===== config.mk =====
export PLATFORM = sky130hd
export DESIGN_NAME = fwd_hazard_unit
export DESIGN_NICKNAME = d
export VERILOG_FILES = /design/src/rtl/fwd_hazard_unit.sv
export SDC_FILE = /design/constraint.sdc
export NUM_CORES = 1
export LEC_CHECK = 0
export BUFFER_PORTS_ARGS = -buffer_cell sky130_fd_sc_hd__buf_4
export CORE_MARGIN = 8
export CORE_UTILIZATION = 40
export DETAILED_ROUTE_END_ITERATION = 16
export GPL_ROUTABILITY_DRIVEN = 0
export PLACE_DENSITY = 0.6
export SLEW_MARGIN = 20
export SYNTH_ARGS = -nofsm -noshare
export SYNTH_HDL_FRONTEND = slang
export SYNTH_SLANG_ARGS = --single-unit

===== constraint.sdc =====
create_clock -name clk -period 8.8 [get_ports clk]
set_input_delay 0.88 -clock clk [delete_from_list [all_inputs] [get_ports clk]]
set_output_delay 0.88 -clock clk [all_outputs]
set_load 0.05 [all_outputs]

===== src/rtl/fwd_hazard_unit.sv =====
// Operand forwarding select, load-use / scoreboard / stall-only RAW hazard detection,
// long-latency scoreboard and saturating performance counters for a 5-stage pipeline.
module fwd_hazard_unit #(
    parameter int NUM_SRC = 2,
    parameter int AW      = 5,
    parameter int FWD_EN  = 1,
    parameter int CNT_W   = 32
) (
    input  logic                    clk,
    input  logic                    reset,
    input  logic [NUM_SRC*AW-1:0]   ex_src_addr,
    input  logic [NUM_SRC-1:0]      ex_src_used,
    input  logic [NUM_SRC*AW-1:0]   id_src_addr,
    input  logic [NUM_SRC-1:0]      id_src_used,
    input  logic [AW-1:0]           id_ex_rd,
    input  logic                    id_ex_reg_write,
    input  logic                    id_ex_mem_read,
    input  logic [AW-1:0]           ex_mem_rd,
    input  logic                    ex_mem_reg_write,
    input  logic [AW-1:0]           mem_wb_rd,
    input  logic                    mem_wb_reg_write,
    input  logic                    lat_issue_valid,
    input  logic [AW-1:0]           lat_issue_rd,
    input  logic                    lat_done_valid,
    input  logic [AW-1:0]           lat_done_rd,
    output logic [2*NUM_SRC-1:0]    fwd_sel,
    output logic                    stall,
    output logic [1:0]              stall_cause,
    output logic [AW:0]             sb_pending,
    output logic [CNT_W-1:0]        stall_cycles,
    output logic [CNT_W-1:0]        lu_events
);
    localparam int NREG = 2**AW;

    localparam logic [1:0] CAUSE_NONE = 2'b00;
    localparam logic [1:0] CAUSE_LU   = 2'b01;
    localparam logic [1:0] CAUSE_SB   = 2'b10;
    localparam logic [1:0] CAUSE_RAW  = 2'b11;

    logic [NREG-1:0] sb_p1;
    logic [NREG-1:0] sb_nxt;
    logic [1:0]      cause_p1;
    logic            lu_haz;
    logic            sb_haz;
    logic            raw_haz;

    function automatic logic [CNT_W-1:0] sat_inc(input logic [CNT_W-1:0] v);
        return (&v) ? v : v + {{(CNT_W-1){1'b0}}, 1'b1};
    endfunction

    function automatic logic [AW:0] popcount(input logic [NREG-1:0] v);
        logic [AW:0] n;
        n = '0;
        for (int k = 0; k < NREG; k++) begin
            n = n + {{AW{1'b0}}, v[k]};
        end
        return n;
    endfunction

    // EX stage: operand bypass select, EX/MEM has priority over MEM/WB
    always_comb begin
        fwd_sel = '0;
        for (int i = 0; i < NUM_SRC; i++) begin
            if (FWD_EN != 0 && ex_src_used[i] && ex_src_addr[i*AW +: AW] != '0) begin
                if (ex_mem_reg_write && ex_mem_rd == ex_src_addr[i*AW +: AW]) begin
                    fwd_sel[2*i +: 2] = 2'b01;
                end else if (mem_wb_reg_write && mem_wb_rd == ex_src_addr[i*AW +: AW]) begin
                    fwd_sel[2*i +: 2] = 2'b10;
                end
            end
        end
    end

    // ID stage: hazard detection against EX, MEM and the scoreboard
    always_comb begin
        lu_haz  = 1'b0;
        sb_haz  = 1'b0;
        raw_haz = 1'b0;
        for (int i = 0; i < NUM_SRC; i++) begin
            if (id_src_used[i]) begin
                if (id_ex_mem_read && id_ex_reg_write && id_ex_rd != '0 &&
                    id_ex_rd == id_src_addr[i*AW +: AW]) begin
                    lu_haz = 1'b1;
                end
                if (id_src_addr[i*AW +: AW] != '0) begin
                    if (sb_p1[id_src_addr[i*AW +: AW]]) begin
                        sb_haz = 1'b1;
                    end
                    // Without bypass paths, any in-flight producer in EX or MEM must drain first
                    if (FWD_EN == 0 &&
                        ((id_ex_reg_write && id_ex_rd == id_src_addr[i*AW +: AW]) ||
                         (ex_mem_reg_write && ex_mem_rd == id_src_addr[i*AW +: AW]))) begin
                        raw_haz = 1'b1;
                    end
                end
            end
        end
    end

    always_comb begin
        stall_cause = CAUSE_NONE;
        if (sb_haz) begin
            stall_cause = CAUSE_SB;
        end else if (lu_haz) begin
            stall_cause = CAUSE_LU;
        end else if (raw_haz) begin
            stall_cause = CAUSE_RAW;
        end
    end

    assign stall = sb_haz | lu_haz | raw_haz;

    // Issue is applied after done so a same-register set/clear leaves the bit set
    always_comb begin
        sb_nxt = sb_p1;
        if (lat_done_valid) begin
            sb_nxt[lat_done_rd] = 1'b0;
        end
        if (lat_issue_valid && !stall) begin
            sb_nxt[lat_issue_rd] = 1'b1;
        end
        sb_nxt[0] = 1'b0;
    end

    // Registered state: scoreboard, occupancy, counters, previous cause
    always_ff @(posedge clk or posedge reset) begin
        if (reset) begin
            sb_p1        <= '0;
            sb_pending   <= '0;
            stall_cycles <= '0;
            lu_events    <= '0;
            cause_p1     <= CAUSE_NONE;
        end else begin
            sb_p1      <= sb_nxt;
            sb_pending <= popcount(sb_nxt);
            if (stall) begin
                stall_cycles <= sat_inc(stall_cycles);
            end
            if (stall_cause == CAUSE_LU && cause_p1 != CAUSE_LU) begin
                lu_events <= sat_inc(lu_events);
            end
            cause_p1 <= stall_cause;
        end
    end

endmodule


## After elaboration in Yosys (flattened, before gate mapping)

Index checks and enable logic that the tools add are counted.

| operators by class | value |
|---|---|
| equality and inequality tests | 8 |
| $lt $le $gt $ge | 6 |
| reductions and logical operators | 24 |
| bitwise gates (word level) | 6 |
| add/subtract/negate cells | 32 |
| muxes and demuxes | 28 |

Operators with widths:

| operator | number |
|---|---|
| 6-bit by 1-bit adder with 6-bit output | 25 |
| 32-bit by 1-bit adder with 32-bit output, second input constant | 2 |
| 32-bit 2-to-1 mux | 2 |
| 32-bit AND reduction | 2 |
| 32-bit AND | 1 |
| 32-bit inverter | 1 |
| 32-bit bitwise OR | 1 |
| 5-bit equality test | 6 |
| 5-bit nonzero test | 5 |
| 5-bit by 6-bit < comparator with 1-bit output, second input constant | 4 |
| 1-bit 2-to-1 mux | 15 |
| 1-bit logical AND | 14 |
| 2-bit 2-to-1 mux | 7 |
| 1-bit binary-select mux with 5-bit select | 2 |
| 1-bit demux with 5-bit select | 2 |
| 5-bit by 1-bit >= comparator with 1-bit output, second input constant | 2 |
| 5-bit by 1-bit adder with 6-bit output | 1 |
| 4-bit by 1-bit adder with 5-bit output | 1 |
| 3-bit by 1-bit adder with 4-bit output | 1 |
| 2-bit AND reduction | 2 |
| 2-bit by 1-bit adder with 3-bit output | 1 |
| 1-bit by 1-bit adder with 2-bit output | 1 |
| 2-bit by 1-bit equality test with 1-bit output, second input constant | 1 |
| 2-bit by 1-bit != test with 1-bit output, second input constant | 1 |
| 3 further kinds | 4 |

| word-level totals | value |
|---|---|
| flip-flop bits (word level) | 103 |
| output and inout bits | 77 |
| bits of input ports | 57 |
| logic and storage cells | 109 |

## Depth between registers and ports, before layout

| depth | value |
|---|---|
| word-level depth | 42 |
| mapped depth | 26 |

## Worst setup path after synthesis

Ideal clock, no wire load.

| timing | value |
|---|---|
| path type | input to register |
| start point | input id_src_addr[5] |
| end point | register sb_pending[4] |
| stages on the path | 24 |
| slack | 0.947 ns |
| required time | 8.720 ns |
| arrival time | 7.773 ns |
| library setup time | 0.080 ns |
| cells stage by stage | buf_4 -> mux4_2 -> a221oi_1 -> o21ai_1 -> a32oi_2 -> and2_2 -> inv_2 -> or4b_1 -> buf_2 -> o21a_1 -> fa_1 -> inv_1 -> fa_1 -> fa_1 -> fa_1 -> inv_1 -> fa_1 -> fa_1 -> inv_1 -> fa_1 -> fa_1 -> a21o_1 -> a21oi_1 -> xnor2_1 |

| between the ends | value |
|---|---|
| cells in the longest elaborated chain, start to end | 39 |
| elaborated cells between the ends (all ways) | 44 |

Ends and longest elaborated chain:

| item | line | text |
|---|---|---|
| start, declared | 13 | `input logic [NUM_SRC*AW-1:0] id_src_addr,` |
| 1-bit binary-select mux with 5-bit select | 86 | `if (sb_p1[id_src_addr[i*AW +: AW]]) begin` |
| 1-bit 2-to-1 mux (implied by the code) | 86 |  |
| 1-bit 2-to-1 mux | 86 |  |
| 1-bit 2-to-1 mux | 85 | `if (id_src_addr[i*AW +: AW] != '0) begin` |
| 1-bit 2-to-1 mux | 80 | `if (id_src_used[i]) begin` |
| 1-bit bitwise OR (*) | 111 | `assign stall = sb_haz \| lu_haz \| raw_haz;` |
| net stall | 27 | `output logic stall,` |
| 1-bit zero test (*) | 119 | `if (lat_issue_valid && !stall) begin` |
| 1-bit logical AND (*) | 119 |  |
| 32-bit 2-to-1 mux (*) | 119 |  |
| 1-bit by 1-bit adder with 2-bit output | 55 | `n = n + {{AW{1'b0}}, v[k]};` |
| 2-bit by 1-bit adder with 3-bit output | 55 |  |
| 3-bit by 1-bit adder with 4-bit output | 55 |  |
| 4-bit by 1-bit adder with 5-bit output | 55 |  |
| 5-bit by 1-bit adder with 6-bit output | 55 |  |
| 6-bit by 1-bit adder with 6-bit output (24 in series) | 55 |  |
| 6-bit by 1-bit adder with 6-bit output (*) | 55 |  |
| end signal, assigned | 135 | `sb_pending <= popcount(sb_nxt);` |
| end, declared | 29 | `output logic [AW:0] sb_pending,` |

Mark *: on every way through the listed nets, which the timed path passes. The rest lies on a longest branch. The select of a mux whose other input is x is not followed.
A chain may end at the register's enable or synchronous reset.

## Final worst setup path

| timing | value |
|---|---|
| start point | input id_src_addr[1] |
| end point | register sb_pending[4] |

| between the ends | value |
|---|---|
| cells in the longest elaborated chain, start to end | 42 |
| elaborated cells between the ends (all ways) | 49 |

Ends and longest elaborated chain:

| item | line |
|---|---|
| 1-bit binary-select mux with 5-bit select | 86 |
| 1-bit 2-to-1 mux (implied by the code) | 86 |
| 1-bit 2-to-1 mux | 86 |
| 1-bit 2-to-1 mux | 85 |
| 1-bit 2-to-1 mux | 80 |
| 1-bit 2-to-1 mux | 86 |
| 1-bit 2-to-1 mux | 85 |
| 1-bit 2-to-1 mux | 80 |
| [... 3 more ...] | -- |
| 32-bit 2-to-1 mux (*) | 119 |
| 1-bit by 1-bit adder with 2-bit output | 55 |
| 2-bit by 1-bit adder with 3-bit output | 55 |
| 3-bit by 1-bit adder with 4-bit output | 55 |
| 4-bit by 1-bit adder with 5-bit output | 55 |
| 5-bit by 1-bit adder with 6-bit output | 55 |
| 6-bit by 1-bit adder with 6-bit output (24 in series) | 55 |
| 6-bit by 1-bit adder with 6-bit output (*) | 55 |

Every way passes the cells marked *; elsewhere a longest branch is shown, timed or not. The select of a mux whose other input is x is not followed.

==> flow_summary.toml <==
[run_status]
status = "finished, final reports clean"

[global_routing]
overflow = 0
grt_busiest_layer = "met2"
grt_start_max_net_pins = 55
grt_pass1_wl_um = 28390
use_met3 = 0.04193
use_met1 = 0.2368
track_usage = 0.1783
antenna_found_initial = 0
grt_pass1_vias = 5180
met2_usage = 0.2813

[synthesis]
synth_cell_types = 46
ys_ff_latch = 103
yosys-top-cells-count = "103 x dfrtp_1, 59 x o21ai_0, 50 x xor2_1"
yosys.area.top_type = "dfrtp_1"
netlist.area_leader.share = 0.4106
synth_cells = 589
synth_nets = 678
synthArstFlopShare = 1.000
ys_seq_area_frac = 0.4106
synth_area_um2 = 6277
synth_most_common_cell = "dfrtp_1"
synth_area_leaders = "dfrtp_1 41%, fa_1 7.3%, xor2_1 7.0%, xnor2_1 6.3%, o21ai_0 4.7%"
yosys_warnings = 0
synth_enable_flop_cells = 0
avgSynthCellArea_um2 = 10.66
ys.flop_type = "dfrtp_1"

[clocking]
ctsResizeCount = 0
clk_pin_slew_ps = 80
cts_root_buf = "clkbuf_16"
cts_tree = "built"
cts_setup_buffers = 0
clk_latency_ps = 350
cts_max_level = 3
numClockSinks = 103
cts_hold_buf = 0
numCtsBuffers = 9
clockBufferDepth = 2

[setup_path]
path_class = "input port to flop"
endpoint_kind = "flop"
critPathRequiredTime_ps = 9080
crit_path_start_kind = "input port"
crit_arrival_ps = 8200
path_max_fanout = 13

[timing]
min_period_over_period = 0.8997
rsz0062_at_grt = "no"
slew_headroom = 0.3986
finalCriticalPeriod_ps = 7918
drv_slew = 0
finalHoldViolCount = 0
worst_pin_slew_ps = 893.9
setup_tns_ps = 0
whs_ps = 491.9
final-setup-viol-count = 0
fmax_mhz = 126.3
fin_skew_ps = 10.72

[hold_path]
hp-class = "flop to flop"

[routing]
totalWireLength_um = 17620
drc = 0
via_count = 5082
drt_first_pass_iters = 5
ant_nets = 0
drtIter0Drc = 471
avgViaCountPerCell = 5.447
wire_per_inst_um = 18.88

[floorplanning]
ios = 134
die_w_um = 141.3
start_util = 0.4114
fp.dieH_um = 141.3
core-area_um2 = 15260
die-area_um2 = 19960
rows = 45

[power]
pwr-share-seq = 0.226
worst_ir_drop_vdd_mv = 1.019
p_comb_frac = 0.622
clockPowerShare = 0.152
p_leak_nw = 3.644
switchingPower_w = 0.001234
p_per_area_nw_per_um2 = 363.4
intPower_w = 0.001600
p_sw_frac = 0.4354

[place]
hpwl_um = 13600
io_buffers = 133

[cells_and_area]
areaGrowthSynthToFinish_pct = 24.22
nFillCells = 1399
layout.nets = 806
num_antenna_cells = 0
final_layout_size_suffix_gt1_frac = 0.2507

[run]
cap_violations = 0
-- area by class of cell --
class,instances,area (um2),area share
clock inverter,6,73.82,0.009467
tap,211,264.0,0.03386
inverter,30,115.1,0.01476
sequential,103,2577,0.3306
timing repair buffer,137,1028,0.1319
clock buffer,10,239.0,0.03065
multi-input combinational,436,3500,0.4488
-- registers in the layout, indices dropped and copies added, names as in the netlist --
signal        cells
cause_p1          2
lu_events        32
sb_p1            31
sb_pending        6
stall_cycles     32
-- routing by layer --
layer	vias up	part of all wire
met5	-	0
met4	0	0.018
met3	27	0.072
met2	181	0.47
met1	2505	0.44
li1	2369	-
-- critical path, cell delays in order --
cell and delay [ps]:
buf_4 220, mux4_2 530, a221oi_1 250, o21ai_0 130, a32oi_2 330, and2_2 290
inv_2 50, or4b_1 660, o21a_1 280, fa_1 500, inv_1 50, fa_1 500
fa_1 530, fa_1 540, inv_1 50, fa_1 500, fa_1 520, inv_1 60
fa_1 430, fa_1 420, a21o_1 170, a21oi_1 160, xnor2_1 130
-- through the flow --
stage / area (um2) / instances / power, W / worst slack [ps] / utilization
2_1_floorplan: 6277 / 589 / 0.002040 / 947.0 / -
3_3_place_gp: 7480 / 917 / 0.002440 / 632.2 / 0.4902
3_5_place_dp: 7480 / 917 / 0.002440 / 479.8 / 0.4902
4_1_cts: 7792 / 933 / 0.002902 / 870.6 / 0.5107
5_1_grt: 7797 / 933 / 0.003197 / 462.8 / 0.5110
6_report: 7797 / 933 / 0.002833 / 882.3 / 0.5110
-- power by group through the flow --
stage / Clock (W) / Sequential [W] / Combinational [W]
floorplan: 0 / 0.000710 / 0.00133
global placement: 0 / 0.000644 / 0.00180
CTS: 0.000443 / 0.000638 / 0.00182
finish: 0.000431 / 0.000639 / 0.00176
detailed placement: 0 / 0.000646 / 0.00179
global route: 0.000463 / 0.000648 / 0.00209
-- cell families (layout without fill, tap and decap cells) --
family / count (synthesis) / count (layout) / synth area share
adders and majority gates: 32 / 32 / 0.09129
and+or+nand+nor: 184 / 184 / 0.1726
buffers and inverters: 50 / 183 / 0.03328
xor gates and xnor gates: 95 / 95 / 0.1325
DFF: 103 / 103 / 0.4106
AOI/OAI and AO/OA: 97 / 97 / 0.09030
muxes: 28 / 28 / 0.06936
-- final timing paths --
| check | startpoint | to | slack, ps | cells after the start |
|---|---|---|---|---|
| setup / recovery | id_src_addr[1] | sb_pending[4] | 880 | 23 |
| hold / removal | lu_events[30] | lu_events[30] | 490 | 1 |
| setup reg to reg | sb_p1[8] | sb_pending[4] | 1230 | 22 |
| hold reg to reg | lu_events[30] | lu_events[30] | 490 | 1 |
| max in group asynchronous | reset | stall_cycles[25] | 7050 | 3 |
| min in group asynchronous | reset | lu_events[22] | 630 | 2 |
-- layout by cell type (no fill, tap or decap), types with 23 or more instances in the layout --
master	netlist	layout
buf_4	3	137
dfrtp_1	103	103
o21ai_0	59	59
xor2_1	50	50
xnor2_1	45	45
nand3_1	30	30
inv_1	29	28
and3_1	24	24
nand4_1	24	24
fa_1	23	23
No activity file was read; power rests on OpenSTA's default activity.
